**src/rtl/change_dispenser.sv**
```systemverilog
// Pays out a latched change total as individual coins, largest denomination first,
// one coin per valid/ready handshake; reports done, residual and an unpayable/abort error.
module change_dispenser #(
  parameter int TOTAL_BITS = 31,
  parameter int COIN0_VAL  = 100,
  parameter int COIN1_VAL  = 500,
  parameter int COIN2_VAL  = 1000,
  parameter int CNT_BITS   = 8
) (
  input  logic                  clk,
  input  logic                  reset,
  input  logic                  start,
  input  logic [TOTAL_BITS-1:0] amount,
  input  logic                  abort,
  input  logic                  coin_ready,
  output logic                  coin_valid,
  output logic [2:0]            coin_sel,
  output logic                  busy,
  output logic                  done,
  output logic                  err,
  output logic [TOTAL_BITS-1:0] remaining,
  output logic [CNT_BITS-1:0]   coins_out
);

  localparam logic [TOTAL_BITS-1:0] V0 = TOTAL_BITS'(COIN0_VAL);
  localparam logic [TOTAL_BITS-1:0] V1 = TOTAL_BITS'(COIN1_VAL);
  localparam logic [TOTAL_BITS-1:0] V2 = TOTAL_BITS'(COIN2_VAL);

  typedef enum logic [1:0] {IDLE, SELECT, ISSUE, FINISH} state_t;

  state_t                state, state_nxt;
  logic [TOTAL_BITS-1:0] rem_nxt, coin_val, rem_sub;
  logic [CNT_BITS-1:0]   cnt_nxt;
  logic [2:0]            sel_nxt;
  logic                  err_nxt;

  always_ff @(posedge clk or posedge reset) begin
    if (reset) begin
      state     <= IDLE;
      remaining <= '0;
      coins_out <= '0;
      coin_sel  <= '0;
      err       <= 1'b0;
    end else begin
      state     <= state_nxt;
      remaining <= rem_nxt;
      coins_out <= cnt_nxt;
      coin_sel  <= sel_nxt;
      err       <= err_nxt;
    end
  end

  always_comb begin
    coin_val = '0;
    case (coin_sel)
      3'b001:  coin_val = V0;
      3'b010:  coin_val = V1;
      3'b100:  coin_val = V2;
      default: coin_val = '0;
    endcase
  end

  // The selected coin never exceeds remaining, so this cannot underflow.
  assign rem_sub = remaining - coin_val;

  always_comb begin
    state_nxt = state;
    rem_nxt   = remaining;
    cnt_nxt   = coins_out;
    sel_nxt   = coin_sel;
    err_nxt   = err;
    case (state)
      IDLE: begin
        if (start) begin
          rem_nxt   = amount;
          cnt_nxt   = '0;
          err_nxt   = 1'b0;
          state_nxt = SELECT;
        end
      end
      SELECT: begin
        if (abort) begin
          err_nxt   = (remaining != '0);
          state_nxt = FINISH;
        end else if (remaining == '0) begin
          err_nxt   = 1'b0;
          state_nxt = FINISH;
        end else if (remaining >= V2) begin
          sel_nxt   = 3'b100;
          state_nxt = ISSUE;
        end else if (remaining >= V1) begin
          sel_nxt   = 3'b010;
          state_nxt = ISSUE;
        end else if (remaining >= V0) begin
          sel_nxt   = 3'b001;
          state_nxt = ISSUE;
        end else begin
          err_nxt   = 1'b1;
          state_nxt = FINISH;
        end
      end
      ISSUE: begin
        // A handshake coinciding with abort still completes before finishing.
        if (coin_ready) begin
          rem_nxt   = rem_sub;
          cnt_nxt   = (coins_out == '1) ? coins_out : coins_out + CNT_BITS'(1);
          sel_nxt   = 3'b000;
          if (abort) begin
            err_nxt   = (rem_sub != '0);
            state_nxt = FINISH;
          end else begin
            state_nxt = SELECT;
          end
        end else if (abort) begin
          sel_nxt   = 3'b000;
          err_nxt   = (remaining != '0);
          state_nxt = FINISH;
        end
      end
      FINISH: state_nxt = IDLE;
      default: state_nxt = IDLE;
    endcase
  end

  assign coin_valid = (state == ISSUE);
  assign busy       = (state != IDLE);
  assign done       = (state == FINISH);

endmodule

```
**config.mk**
```make
export PLATFORM = sky130hd
export DESIGN_NAME = change_dispenser
export DESIGN_NICKNAME = d
export VERILOG_FILES = /design/src/rtl/change_dispenser.sv
export SDC_FILE = /design/constraint.sdc
export NUM_CORES = 1
export LEC_CHECK = 0
export ABC_AREA = 1
export CAP_MARGIN = 20
export CORE_UTILIZATION = 31
export DETAILED_ROUTE_END_ITERATION = 7
export PLACE_DENSITY = 0.62
export SYNTH_ARGS = -nofsm -noshare
export SYNTH_HDL_FRONTEND = slang
export SYNTH_SLANG_ARGS = --single-unit
```
**constraint.sdc**
```tcl
create_clock -name clk -period 3.1 [get_ports clk]
set_input_delay 0.62 -clock clk [delete_from_list [all_inputs] [get_ports clk]]
set_output_delay 0.62 -clock clk [all_outputs]
set_load 0.01 [all_outputs]
```
After elaboration in Yosys (flattened, before gate mapping)
Index checks and enable logic that the tools add are counted.

Register bits after elaboration: 45. Bits in latches: 0. Bits in writable memories: 0. Memory bits (read-only): 0. Input port bits: 36. Output and inout bits: 46. Logic and storage cells: 77. Memories: 0.

Add/sub/neg operators: 2. Multiply operators: 0. Div/mod/pow operators: 0. Magnitude comparators: 3. Equal/unequal tests: 18. Shift operators: 0. Multiplexer cells: 36. Bitwise operators: 0. Reduce and logical (&&, ||, !) cells: 13.

Operators by type and width (count): 31-bit two-way mux (2); 31-bit one-hot mux with 2 select lines (1); 31-bit nonzero test (2); 31-bit by 10-bit greater-or-equal comparator with 1-bit output, second input constant (1); 31-bit by 7-bit greater-or-equal comparator with 1-bit output, second input constant (1); 31-bit by 9-bit greater-or-equal comparator with 1-bit output, second input constant (1); 31-bit logical NOT (1); 31-bit subtractor (1); 10-bit one-hot mux with 3 select lines (1); 8-bit two-way mux (3); 3-bit two-way mux (7); 4-bit != test, second input constant (4); 8-bit one-hot mux with 2 select lines (1); 1-bit two-way mux (14); 2-bit != test, second input constant (6); 8-bit by 1-bit adder with 8-bit output, second input constant (1); 8-bit equality test, second input constant (1); 2-bit two-way mux (4); 2-bit one-hot mux with 4 select lines (1); 3-bit one-hot mux with 2 select lines (1); 6-bit AND reduction (1); 2-bit nonzero test (3); 5-bit AND reduction (1); 2-bit equality test, second input constant (2); 11 further kinds (11).

Logic depth before layout (Yosys ltp)
Word-level depth: 7. Depth in mapped cells: 23. Mapped depth without buffers: 23.

Least setup slack after synthesis
OpenSTA, ideal clock, no wires.

Path type: reg-to-reg. From: register coin_sel[0]. To: register err. Library setup time: 0.116 ns. Arrival: 2.515 ns. Required time: 2.984 ns. Slack: 0.469 ns. Stages on the path, launching flop included: 19. Path buffers: 0. Clock period less this slack: 2.631 ns. Cells stage by stage: dfrtp_1 > nor3_1 > nor2_1 > ha_1 > or2_1 > nand3_1 > nand2_2 > nor2_4 > nand2_1 > nand2_1 > nand2_1 > nor2_1 > nand2_1 > nor2_1 > nand3_1 > nand2_1 > nand2_1 > nand2_1 > nand2_1.

Cells in the longest elaborated chain, start to end: 7. Elaborated cells between the ends (all ways): 9. Classes of those cells: 1 x add/sub; 3 x eq/ne; 4 x mux; 1 x reduce/logical.

RTL lines: start: declaration (line 17) `output logic [2:0] coin_sel,`; start signal: assignment (line 48) `coin_sel <= sel_nxt;`; 3-bit equality test (tied with other cells) (line 55) `case (coin_sel)`; 10-bit one-hot mux with 3 select lines * (line 55); 31-bit subtractor * (line 64) `assign rem_sub = remaining - coin_val;`; 31-bit nonzero test * (line 109) `err_nxt = (rem_sub != '0);`; 1-bit two-way mux * (line 108) `if (abort) begin`; 1-bit two-way mux * (line 104) `if (coin_ready) begin`; 1-bit one-hot mux with 3 select lines * (line 72) `case (state)`; end signal: assignment (line 49) `err <= err_nxt;`; end: declaration (line 20) `output logic err,`.

Every way passes the cells marked *; elsewhere a longest branch is shown, timed or not. The select of a mux whose other input is x is not followed. A chain may end at the register's enable or synchronous reset.

Worst setup path in the final report
From: register coin_sel[1]. To: register err.

The elaborated chain is that of the path after synthesis.

==> impl_results.md <==
* Vias/cell at 4.98
* # hold bufs at CTS at 0
* GRT Max-Usage Layer: met2
* Arrival time at the worst endpoint at 3.01 ns
* Area Overhead vs Synth at 34.7%
* Slowest stage delay, CP at 0.40 ns
* Sequential share of power at 19.3%
* CP dominant cell by count: nand2_1
* Pint at 2790 uW
* Kind of critical path: reg -> reg
* Max Slew Vio Count at 0
* Layout cell share with drive strength beyond 1 at 9.99%
* CORE AREA at 11,600 sq um
* Post-route minimum period at 2.83 ns
* Post-synthesis cell count at 594
* Psw at 3120 uW
* Fillers at 1,202
* Mapped Nets at 646
* Max clock buf depth at 2
* Syn avg cell area at 6.30 sq um
* Place WS at 0.0375 ns
* Cell Chain, Critical Path: inv_1 -> nor3_2 -> inv_1 -> o21ai_2 -> nor2_2 -> ha_4 -> nand2_1 -> nor2_2 -> nand3_1 -> nand2_2 -> nand2_1 -> nand3_1 -> nand2_1 -> nor2_1 -> nand3_1 -> nor2_1 -> nand3_1 -> nand2_1 -> nand2_1 -> nand2_1 -> nand2_1
* Max-cap viol count at 0
* Most common cell after layout, fill and taps aside: nand2_1
* Die area at 12,500 sq um
* GR Util met3 at 2.40%
* Commonest non-fill, non-tap cells in the layout: nand2_1, nor2_1, clkdlybuf4s50_1, inv_1, nand3_1
* Clock skew at 0.00462 ns
* Iter 0 DRT Violations at 218
* Antenna cell count at 0
* Crit end category: flop
* # port buffers at 81
* Die Y-Extent at 112 um
* Final Routed Wirelength at 12,600 um
* Vias in the first global route at 4,059
* PnR worst setup slack at 0.272 ns
* DP HPWL at 9750 um
* Post-synth EDFFs at 0
* Sw Ratio at 52.8%
* CTS clk-pin slew, worst paths at 0.07 ns
* CTS root buf: clkbuf_16
* Hold path cells at 2
* FF+latch area at 1130 sq um
* P_leak at 0.00230 uW
* Largest net degree at the start of global routing at 56
* Met2 Use GR at 33.5%
* Drt first pass iters at 7
* #FFs+latches synth at 45
* PwrDens at 1170 nW/um^2
* Fmax at 354 MHz
* Total Neg Setup Slack at 0 ns
* Setup violations, final at 0
* Clock buffer count from CTS at 5
* Comb power frac at 69.8%
* DRC at 2
* Area occupied by multi-input gates at 2340 sq um
* Critical path fanouts, max at 6
* Hold_sp: err$_DFFE_PP0P_
* Tot GR Track Use at 20.3%
* Slowest CP cell: dfrtp_1
* CTS tree: built
* Hold EP: err$_DFFE_PP0P_
* Final Core Density at 43.6%
* GRT overflow at 0
* Met1 Use GR at 28.1%
* Req. time, crit path at 3.29 ns
* Failing checks: design-rule violations
* Clk_lat worst skew at 0.29 ns
* Worst VDD drop at 0.769 mV
* Ys async rst share at 100%
* Worst-margin pin slew at 0.838 ns
* Top FF cell, synth: dfrtp_1
* Die Wd at 112 um
* CTS Sinks at 45
* Clock share of power at 10.9%
* Final ANT Viol Nets at 0
* Final worst-path cycle share at 91.2%
* Netlist Area Pre-Place at 3740 sq um
* Antenna violations before repair at 0
* Share of the yosys chip area belonging to registers at 30.1%
* Fin. Hold Viols at 0
* R2R Setup Slk at 0.27 ns
* Hold Crit Class: reg -> reg
* Final nets at 732
* Status: complete, but fails checks
* Max_slew headroom at 44.0%
* Initial Util at 32.3%
* Worst r2r src: coin_sel[1]$_DFFE_PP0P_
* R2R Path End: err$_DFFE_PP0P_
* WL per Instance at 15.3 um
* First-pass GRT wire length at 20,300 um
* IO Count at 82
* Vias after detailed routing at 4,106
* CTS H-tree depth at 2
* Yosys Warn Count at 0
* Crit path launch type: flop
* Number of library cell types mapped by synthesis at 38
* RePlAce Congestion at 0.903
* Cell Rows at 39
* R2R cell count at 21
## per-layer routing
metal / vias up / wire (um)
li1: 2087 / -
met1: 1911 / 6060
met2: 93 / 5750
met3: 15 / 557
met4: 0 / 221
met5: - / 0
## cell type report
class | count | share of cell area [%]
tap | 143 | 3.55
clock buffer | 5 | 2.48
inverter | 88 | 6.56
multi-input combinational | 448 | 46.4
timing repair buffer | 92 | 17.7
clock inverter | 3 | 0.919
sequential | 45 | 22.4
## Yosys cell counts, types with 2 or more instances
cell,number,area share (%)
or2_1,2,0.33
o21a_1,2,0.40
nand3_1,49,6.6
clkbuf_1,11,1.1
o211ai_1,5,1.0
a21oi_1,11,1.5
nor2_1,92,9.2
nor2_4,4,1.2
xor2_1,7,1.6
inv_2,6,0.60
o22ai_1,21,3.5
inv_1,81,8.1
nand2_1,152,15
o21ai_0,45,6.0
nor2_2,3,0.50
nand2_2,6,1.0
ha_1,15,5.0
dfrtp_1,45,30
nand4_1,10,1.7
nor3_1,9,1.2
## kinds of logic after synthesis
| logic type | count (synthesis) | synth area share (%) |
|---|---|---|
| AND/OR/NAND/NOR | 333 | 38.2 |
| buffers and inverters | 101 | 10.2 |
| AO/OA/AOI/OAI | 91 | 14.1 |
| flip-flops | 45 | 30.1 |
| adder cells (fa/ha/maj) | 16 | 5.55 |
| XOR/XNOR | 8 | 1.87 |
## power by group through the flow
stage                     combinational, uW  sequential [uW]  clock [uW]
after detailed placement               3860             1140           0
after CTS                              3880             1130         651
after floorplan                        2520             1150           0
after global placement                 3800             1140           0
after global routing                   4590             1180         678
final                                  4130             1140         642
## how the worst max path moves through the flow
stage	slack, ns	from	endpoint	depth (start not counted)
2_1_floorplan	0.47	coin_sel[0]$_DFFE_PP0P_	err$_DFFE_PP0P_	18
6_report	0.27	coin_sel[1]$_DFFE_PP0P_	err$_DFFE_PP0P_	21
4_1_cts	0.02	coin_sel[0]$_DFFE_PP0P_	err$_DFFE_PP0P_	20
5_1_grt	-0.04	coin_sel[1]$_DFFE_PP0P_	err$_DFFE_PP0P_	21
3_3_place_gp	0.1	coin_sel[0]$_DFFE_PP0P_	err$_DFFE_PP0P_	20
3_5_place_dp	0.04	coin_sel[0]$_DFFE_PP0P_	err$_DFFE_PP0P_	20
## timing repair
item,CTS,global route
resized for setup,0,26
endpoints found under the setup margin,0,2
buffers inserted,0,7
## sequential cells by signal (all words and copies together) (netlist names)
signal,cells
remaining,31
coin_sel,3
state,2
err,1
coins_out,8
## critical path, delay by kind of cell, from the launching register on
kind                       cells  cell delay [ns]
buffers and inverters          2             0.19
adders and majority gates      1             0.30
DFF                            1             0.40
and+or+nand+nor               17             1.73
AOI/OAI and AO/OA              1             0.08
## metrics by stage
step | hold slack (ns) | total power [uW] | instances | instance area (sq um)
floorplan | 0.515 | 3670 | 594 | 3740
global placement | 0.481 | 4940 | 809 | 4710
detailed placement | 0.477 | 5000 | 809 | 4710
CTS | 0.502 | 5660 | 817 | 4880
global route | 0.530 | 6450 | 824 | 5040
finish | 0.498 | 5910 | 824 | 5040
Power figures use the tool's default switching activity.
